===== config.mk =====
export PLATFORM = sky130hd
export DESIGN_NAME = trig_burst_gen
export DESIGN_NICKNAME = d
export VERILOG_FILES = /design/src/rtl/trig_burst_pkg.sv /design/src/rtl/pulse_timer.sv /design/src/rtl/trig_burst_gen.sv
export SDC_FILE = /design/constraint.sdc
export NUM_CORES = 1
export LEC_CHECK = 0
export CORE_ASPECT_RATIO = 1.75
export CORE_UTILIZATION = 45
export DETAILED_ROUTE_END_ITERATION = 6
export PLACE_DENSITY = 0.75
export SYNTH_ARGS = -nofsm -noshare
export SYNTH_HDL_FRONTEND = slang
export SYNTH_SLANG_ARGS = --single-unit

===== constraint.sdc =====
create_clock -name clk -period 4 [get_ports clk]
set_input_delay 1.2 -clock clk [delete_from_list [all_inputs] [get_ports clk]]
set_output_delay 1.2 -clock clk [all_outputs]
set_load 0.005 [all_outputs]

===== src/rtl/trig_burst_pkg.sv =====
// Shared types and helpers for the trigger-driven burst generator.
package trig_burst_pkg;

    typedef enum logic [1:0] {
        IDLE  = 2'd0,
        ARMED = 2'd1,
        PULSE = 2'd2,
        DONE  = 2'd3
    } state_t;

    // Width of a bit-select into a WIDTH-wide trigger bus, never below 1.
    function automatic int sel_w(input int width);
        return (width <= 2) ? 1 : $clog2(width);
    endfunction

endpackage


===== src/rtl/pulse_timer.sv =====
// Loadable down-counter that times the high phase of one output pulse.
// After a load of value L the counter is nonzero for exactly L cycles and
// 'last' marks the final one of them.
module pulse_timer #(
    parameter int LEN_W = 8
) (
    input  logic             clk,
    input  logic             rst,
    input  logic             clear,
    input  logic             load,
    input  logic [LEN_W-1:0] load_val,
    output logic             active,
    output logic             last
);

    logic [LEN_W-1:0] cnt;

    // Load on request, otherwise count down and hold at zero.
    always_ff @(posedge clk) begin
        if (rst || clear) begin
            cnt <= '0;
        end else if (load) begin
            cnt <= load_val;
        end else if (cnt != '0) begin
            cnt <= cnt - LEN_W'(1);
        end
    end

    assign active = (cnt != '0);
    assign last   = (cnt == LEN_W'(1));

endmodule


===== src/rtl/trig_burst_gen.sv =====
// Burst pulse generator: on start, emits n_pulses pulses of pulse_len cycles,
// each launched by one event on the selected trigger bit.
// Handshake: start is a level request that is only taken when the block is
// idle (busy=0) and abort is low; done is a one-cycle completion strobe.
module trig_burst_gen
    import trig_burst_pkg::*;
#(
    parameter int WIDTH = 8,
    parameter int CNT_W = 8,
    parameter int LEN_W = 8
) (
    input  logic                     clk,
    input  logic                     rst,
    input  logic [WIDTH-1:0]         trig_in,
    input  logic [sel_w(WIDTH)-1:0]  sel,
    input  logic [CNT_W-1:0]         n_pulses,
    input  logic [LEN_W-1:0]         pulse_len,
    input  logic                     start,
    input  logic                     abort,
    output logic                     pulse_out,
    output logic                     busy,
    output logic                     done,
    output logic                     overrun,
    output logic [CNT_W-1:0]         remaining
);

    localparam int SEL_W = sel_w(WIDTH);

    state_t           state;
    state_t           state_next;
    logic [SEL_W-1:0] sel_q;
    logic [LEN_W-1:0] len_q;
    logic [CNT_W-1:0] rem_q;
    logic             pulse_q;
    logic             ovr_q;

    logic             trig_hit;
    logic             accept;
    logic             tmr_load;
    logic             tmr_active;
    logic             tmr_last;
    logic             pulse_end;

    assign trig_hit  = trig_in[sel_q];
    assign accept    = (state == IDLE) && start && !abort;
    assign tmr_load  = (state == ARMED) && trig_hit && !abort;
    // A zero counter in PULSE cannot happen with a clamped length; treat it
    // as the last cycle so the FSM can never stall there.
    assign pulse_end = (state == PULSE) && (tmr_last || !tmr_active);

    pulse_timer #(.LEN_W(LEN_W)) u_width (
        .clk      (clk),
        .rst      (rst),
        .clear    (abort),
        .load     (tmr_load),
        .load_val (len_q),
        .active   (tmr_active),
        .last     (tmr_last)
    );

    // State register.
    always_ff @(posedge clk) begin
        if (rst) begin
            state <= IDLE;
        end else begin
            state <= state_next;
        end
    end

    // Next-state logic; abort returns to IDLE from any busy state.
    always_comb begin
        state_next = state;
        case (state)
            IDLE: begin
                if (accept) begin
                    state_next = (n_pulses == '0) ? DONE : ARMED;
                end
            end
            ARMED: begin
                if (abort) begin
                    state_next = IDLE;
                end else if (trig_hit) begin
                    state_next = PULSE;
                end
            end
            PULSE: begin
                if (abort) begin
                    state_next = IDLE;
                end else if (pulse_end) begin
                    state_next = (rem_q == CNT_W'(1)) ? DONE : ARMED;
                end
            end
            DONE: begin
                state_next = IDLE;
            end
            default: begin
                state_next = IDLE;
            end
        endcase
    end

    // Status outputs decoded from the registered state.
    always_comb begin
        busy = 1'b0;
        done = 1'b0;
        if (state != IDLE) begin
            busy = 1'b1;
        end
        if (state == DONE) begin
            done = 1'b1;
        end
    end

    // Burst parameters captured once per accepted non-empty start.
    always_ff @(posedge clk) begin
        if (rst) begin
            sel_q <= '0;
            len_q <= '0;
        end else if (accept && (n_pulses != '0)) begin
            sel_q <= sel;
            len_q <= (pulse_len == '0) ? LEN_W'(1) : pulse_len;
        end
    end

    // Pulses left to emit, counted down as each pulse finishes.
    always_ff @(posedge clk) begin
        if (rst || abort) begin
            rem_q <= '0;
        end else if (accept) begin
            rem_q <= n_pulses;
        end else if (pulse_end) begin
            rem_q <= rem_q - CNT_W'(1);
        end
    end

    // Sticky overrun: a selected trigger landed while a pulse was still high.
    always_ff @(posedge clk) begin
        if (rst || accept) begin
            ovr_q <= 1'b0;
        end else if ((state == PULSE) && trig_hit && !abort) begin
            ovr_q <= 1'b1;
        end
    end

    // Registered pulse output, high for every cycle spent in PULSE.
    always_ff @(posedge clk) begin
        if (rst) begin
            pulse_q <= 1'b0;
        end else begin
            pulse_q <= (state_next == PULSE);
        end
    end

    assign pulse_out = pulse_q;
    assign overrun   = ovr_q;
    assign remaining = rem_q;

endmodule


## After elaboration in Yosys (flattened, before gate mapping)

Index checks and enable logic that the tools add are counted.
Widths: inputs -> output; s select.

| cells by class | value |
|---|---|
| bitwise gates (word level) | 0 |
| reductions and logical operators | 21 |
| equal/unequal tests | 6 |
| add/subtract/negate cells | 2 |
| shift-type cells | 0 |
| divide/modulo/power cells | 0 |
| $lt $le $gt $ge | 1 |
| muxes and demuxes | 17 |
| multiply operators | 0 |

Operators with widths:

| operator | count |
|---|---|
| $mux 8 | 5 |
| $eq 8x1->1 const B | 2 |
| $logic_not 8->1 | 2 |
| $reduce_bool 8->1 | 2 |
| $sub 8x1->8 const B | 2 |
| $mux 2 | 7 |
| $logic_and 1x1->1 | 8 |
| $pmux 2 s4 | 1 |
| $eq 2x2->1 const B | 3 |
| $reduce_bool 2->1 | 3 |
| $lt 3x4->1 const B | 1 |
| $bmux 1 s3 | 1 |
| $logic_or 1x1->1 | 3 |
| $mux 1 | 3 |
| $eq 2x1->1 const B | 1 |
| $logic_not 1->1 | 2 |
| $logic_not 2->1 | 1 |

| storage, ports and cells | value |
|---|---|
| input port bits | 31 |
| word-level logic and storage cells | 54 |
| register bits after elaboration | 31 |
| latch bits | 0 |
| output and inout port bits | 12 |
| bits in read-only memories | 0 |
| memories kept | 0 |
| bits in writable memories | 0 |

## Longest topological paths before layout

| depth | value |
|---|---|
| depth after elaboration | 8 |
| mapped depth | 8 |
| depth with buffers taken out | 7 |

## By module

Synthesis repeated with hierarchy kept, for this count alone.

| unflattened totals | value |
|---|---|
| cell total of the unflattened synthesis | 193 |
| area total of the unflattened synthesis | 1,714.1 µm² |

By module, submodules not included:

| module | area an instance (µm²) | sequential area each (µm²) | cells an instance | instances |
|---|---|---|---|---|
| trig_burst_gen | 1,191.1 | 460.4 | 131 | 1 |
| pulse_timer | 523.0 | 160.2 | 62 | 1 |

## Least setup slack after synthesis

Ideal clock, no wire load.

| timing path | value |
|---|---|
| path type | input -> register |
| from | in abort |
| to | reg u_width.cnt[2] |
| setup slack | 1.512 ns |
| required time | 3.870 ns |
| stages | 5 |
| setup time | 0.130 ns |
| arrival time | 2.358 ns |
| buffers on the path | 1 |
| cells stage by stage | or3b_2 nand4b_1 clkbuf_1 nand3_1 o21ai_0 |

| on the way | value |
|---|---|
| cells in the longest elaborated chain, start to end | 3 |
| elaborated cells on any way between the ends | 5 |
| those cells by class | mux: 1; reduce/logical: 4 |

Ends and longest elaborated chain:

| element | RTL line | text |
|---|---|---|
| from (decl) | trig_burst_gen.sv:19 | `input logic abort,` |
| $logic_not 1->1 | trig_burst_gen.sv:46 | `assign tmr_load = (state == ARMED) && trig_hit && !abort;` |
| $logic_and 1x1->1 | trig_burst_gen.sv:46 |  |
| $mux 8 / $reduce_bool 2->1 (equally long branches) | -- |  |
| to (signal assigned) | pulse_timer.sv:23 | `cnt <= load_val;` |
| to (signal assigned) | pulse_timer.sv:25 | `cnt <= cnt - LEN_W'(1);` |
| to (decl) | pulse_timer.sv:16 | `logic [LEN_W-1:0] cnt;` |

Several ways; a longest one is shown, not always the timed one.
A chain may end at the register's enable or synchronous reset.

## Worst setup path after layout

| timing path | value |
|---|---|
| from | in abort |
| to | reg u_width.cnt[0] |

The elaborated chain is that of the path after synthesis.

==> metrics <==
mean post-synth cell area=8.42 sq um; critical path's top delay family=simple AND/OR/NAND/NOR gates; minimum clock period=3.03 ns; WP buf/inv=1; detailed-route wire length per cell=14.7 um; Die H=81.9 um; maximum root-to-sink buffer count=2; total grt overflow=0; unrepaired setup endpoints after global routing=false; number of antenna violations at the first check in global routing=0; Post-Syn Area=0.00164 sq mm; worst flop-to-flop path endpoint=remaining[4]; all-layer global routing usage=24.2%; status=finished, final reports clean; placed cell area=0.00210 sq mm; insertion delay of the later-clocked pin in the worst-skew pair=0.29 ns; number of stages on the worst hold path=2; post-synthesis to final-layout area growth=34.0%; power per standard cell area=498 mW/mm^2; area of the core=0.00343 sq mm; cells resized by post-CTS repair=0; Final setup viols=0; max-cap violations=0; quantity of hold-fixing buffers added after cts=0; via total after detailed routing=1578; Post-Syn Nets=231; number of pins with negative max-slew slack in the final report=0; Setup Skew=0.00466 ns; Final Cycle Share=75.8%; count of pins on the block boundary=43; initial cell density of the core=47.8%; commonest non-fill, non-tap cell in the layout=clkdlybuf4s50_1; Post-synth EDFFs=0; Root Buffer Master=clkbuf_8; Relative slew margins=58.5%; number of library cell types mapped by synthesis=42; number of antenna repair diodes=0; critical path cell sequence=clkdlybuf4s50_1 > or3b_2 > nand4b_1 > nand3_1 > o21ai_0; placed cells=277; worst setup path startpoint=abort; type of element launching the critical path=primary input; CTS sink cnt=31; leading register cell type out of synthesis=dfxtp_1; sink of the worst hold path=u_width.cnt[1]; launch point of the worst reg-to-reg path=u_width.cnt[2]; maximum achievable frequency=0.330 GHz; commonest non-fill, non-tap cells in the layout=clkdlybuf4s50_1 (42), dfxtp_1 (31), nor2_1 (26); cell at the slowest stage of the critical path=nand4b_1; Least-Margin Pin Slew=0.620 ns; Residual DRC=0; type of the most critical hold path=flop to flop; CTS tree=done; arrival time at the worst endpoint=3.17 ns; vias in the first global route=1577; drt first pass iters=4; wire length of the first global-routing pass=6640 um; cells after synthesis=195; HPWL reported at the end of detailed placement=3260 um; total power=0.00110 W; sequential share of the synthesized area=37.8%; total length of routed wires=4190 um; Vias/cell=5.54; Synth Warn #=0; WP data required=4.14 ns; DIE AREA=0.00391 sq mm; highest fanout seen on the critical path=17; R2R depth=5; largest net degree at the start of global routing=18; leakage power total=0.804 nW; Max stage delay on crit path=0.60 ns; setup repair bufs after CTS=0; number of violations reported at the end of detailed-routing iteration 0=14; aggregate negative setup slack=0 ns; total count of hold-check failures in the final report=0; final weighted congestion of routability-driven global placement=0.831; worst setup path class=primary input to flop; Die X=47.7 um; flip-flop and latch count after synthesis=31; reg2reg setup slack=1.85 ns; number of H-tree levels=2; CP Capture Type=flop; antenna-violating nets left=0; FP Rows=28; Inserted Clock Buffers=5; worst vdd rail ir drop=0.413 mV; quantity of I/O buffers inserted on ports=42; final std cells w/o fill=285; summed area of non-filler cells in the final layout=0.00220 sq mm; origin of the worst min-delay path=len_q[1]; number of nets in the layout=275; FFs w/ async S/R, synth=0%; share of post-route cells with drive strength above 1=7.50%; clock transition at the registers of the reported paths=0.06 ns
flip-flops by register name (all words and copies together), names as in the netlist:
register     count
pulse_out        1
remaining        8
state            2
sel_q            3
len_q            8
u_width.cnt      8
overrun          1
cell usage after synthesis, types with 5 or more instances:
master | n | area, sq um
nand2_1 | 18 | 67.6
ha_1 | 5 | 62.6
dfxtp_1 | 31 | 621
mux2i_1 | 15 | 150
o21ai_0 | 8 | 40.0
a211oi_1 | 6 | 45.0
inv_1 | 6 | 22.5
a21oi_1 | 8 | 40.0
nor2_1 | 26 | 97.6
a31oi_1 | 7 | 43.8
nand3_1 | 10 | 50.1
where the power goes:
| group | total (W) | internal, W | switching [W] |
|---|---|---|---|
| logic | 0.000428 | 0.000206 | 0.000222 |
| clock network | 0.000269 | 0.000157 | 0.000112 |
| registers | 0.000401 | 0.000350 | 0.0000507 |
kinds of logic after synthesis:
logic type,Yosys count,synth area share [%]
compound gates,39,15.2
fa+ha+maj,5,3.81
mux,16,9.82
flops,31,37.8
simple gates,86,27.5
buf+inv,14,3.81
xor+xnor,4,2.13
metal layers:
layer / global-route usage, % / part of all wire [%] / vias to the layer above / routed length, um
li1: - / - / 793 / -
met4: 14.4 / 2.7 / 0 / 112
met2: 44.9 / 58 / 52 / 2420
met3: 6.59 / 4.1 / 12 / 170
met1: 21.4 / 35 / 721 / 1480
met5: 0 / 0 / - / 0
cell type report:
cell class                 count  area (sq um)
multi-input combinational    150           960
sequential                    31           621
timing repair buffer          45           443
clock buffer                   8           100
inverter                       6          22.5
tap                           45          56.3
fill                         329          1230
worst min-delay path: cells and delay by family, from the launching register on:
kind / cells / cell delay, ns
flops: 1 / 0.31
simple gates: 1 / 0.05
compound gates: 1 / 0.06
worst max path at each step:
stage / to / depth (start not counted) / slack, ns
finish: u_width.cnt[0] / 5 / 0.97
floorplan: u_width.cnt[2] / 5 / 1.51
global placement: u_width.cnt[0] / 5 / 0.76
detailed placement: u_width.cnt[0] / 5 / 0.72
global route: u_width.cnt[6] / 5 / 0.81
CTS: u_width.cnt[0] / 5 / 1.02
per-stage QoR:
stage | util [%] | hold slack (ns) | setup WS [ns]
4_1_cts | 64.1 | 0.457 | 1.02
6_report | 64.1 | 0.458 | 0.969
5_1_grt | 64.1 | 0.502 | 0.808
2_1_floorplan | - | 0.435 | 1.51
3_3_place_gp | 61.2 | 0.444 | 0.765
3_5_place_dp | 61.2 | 0.448 | 0.724
No activity file was read; power rests on OpenSTA's default activity.
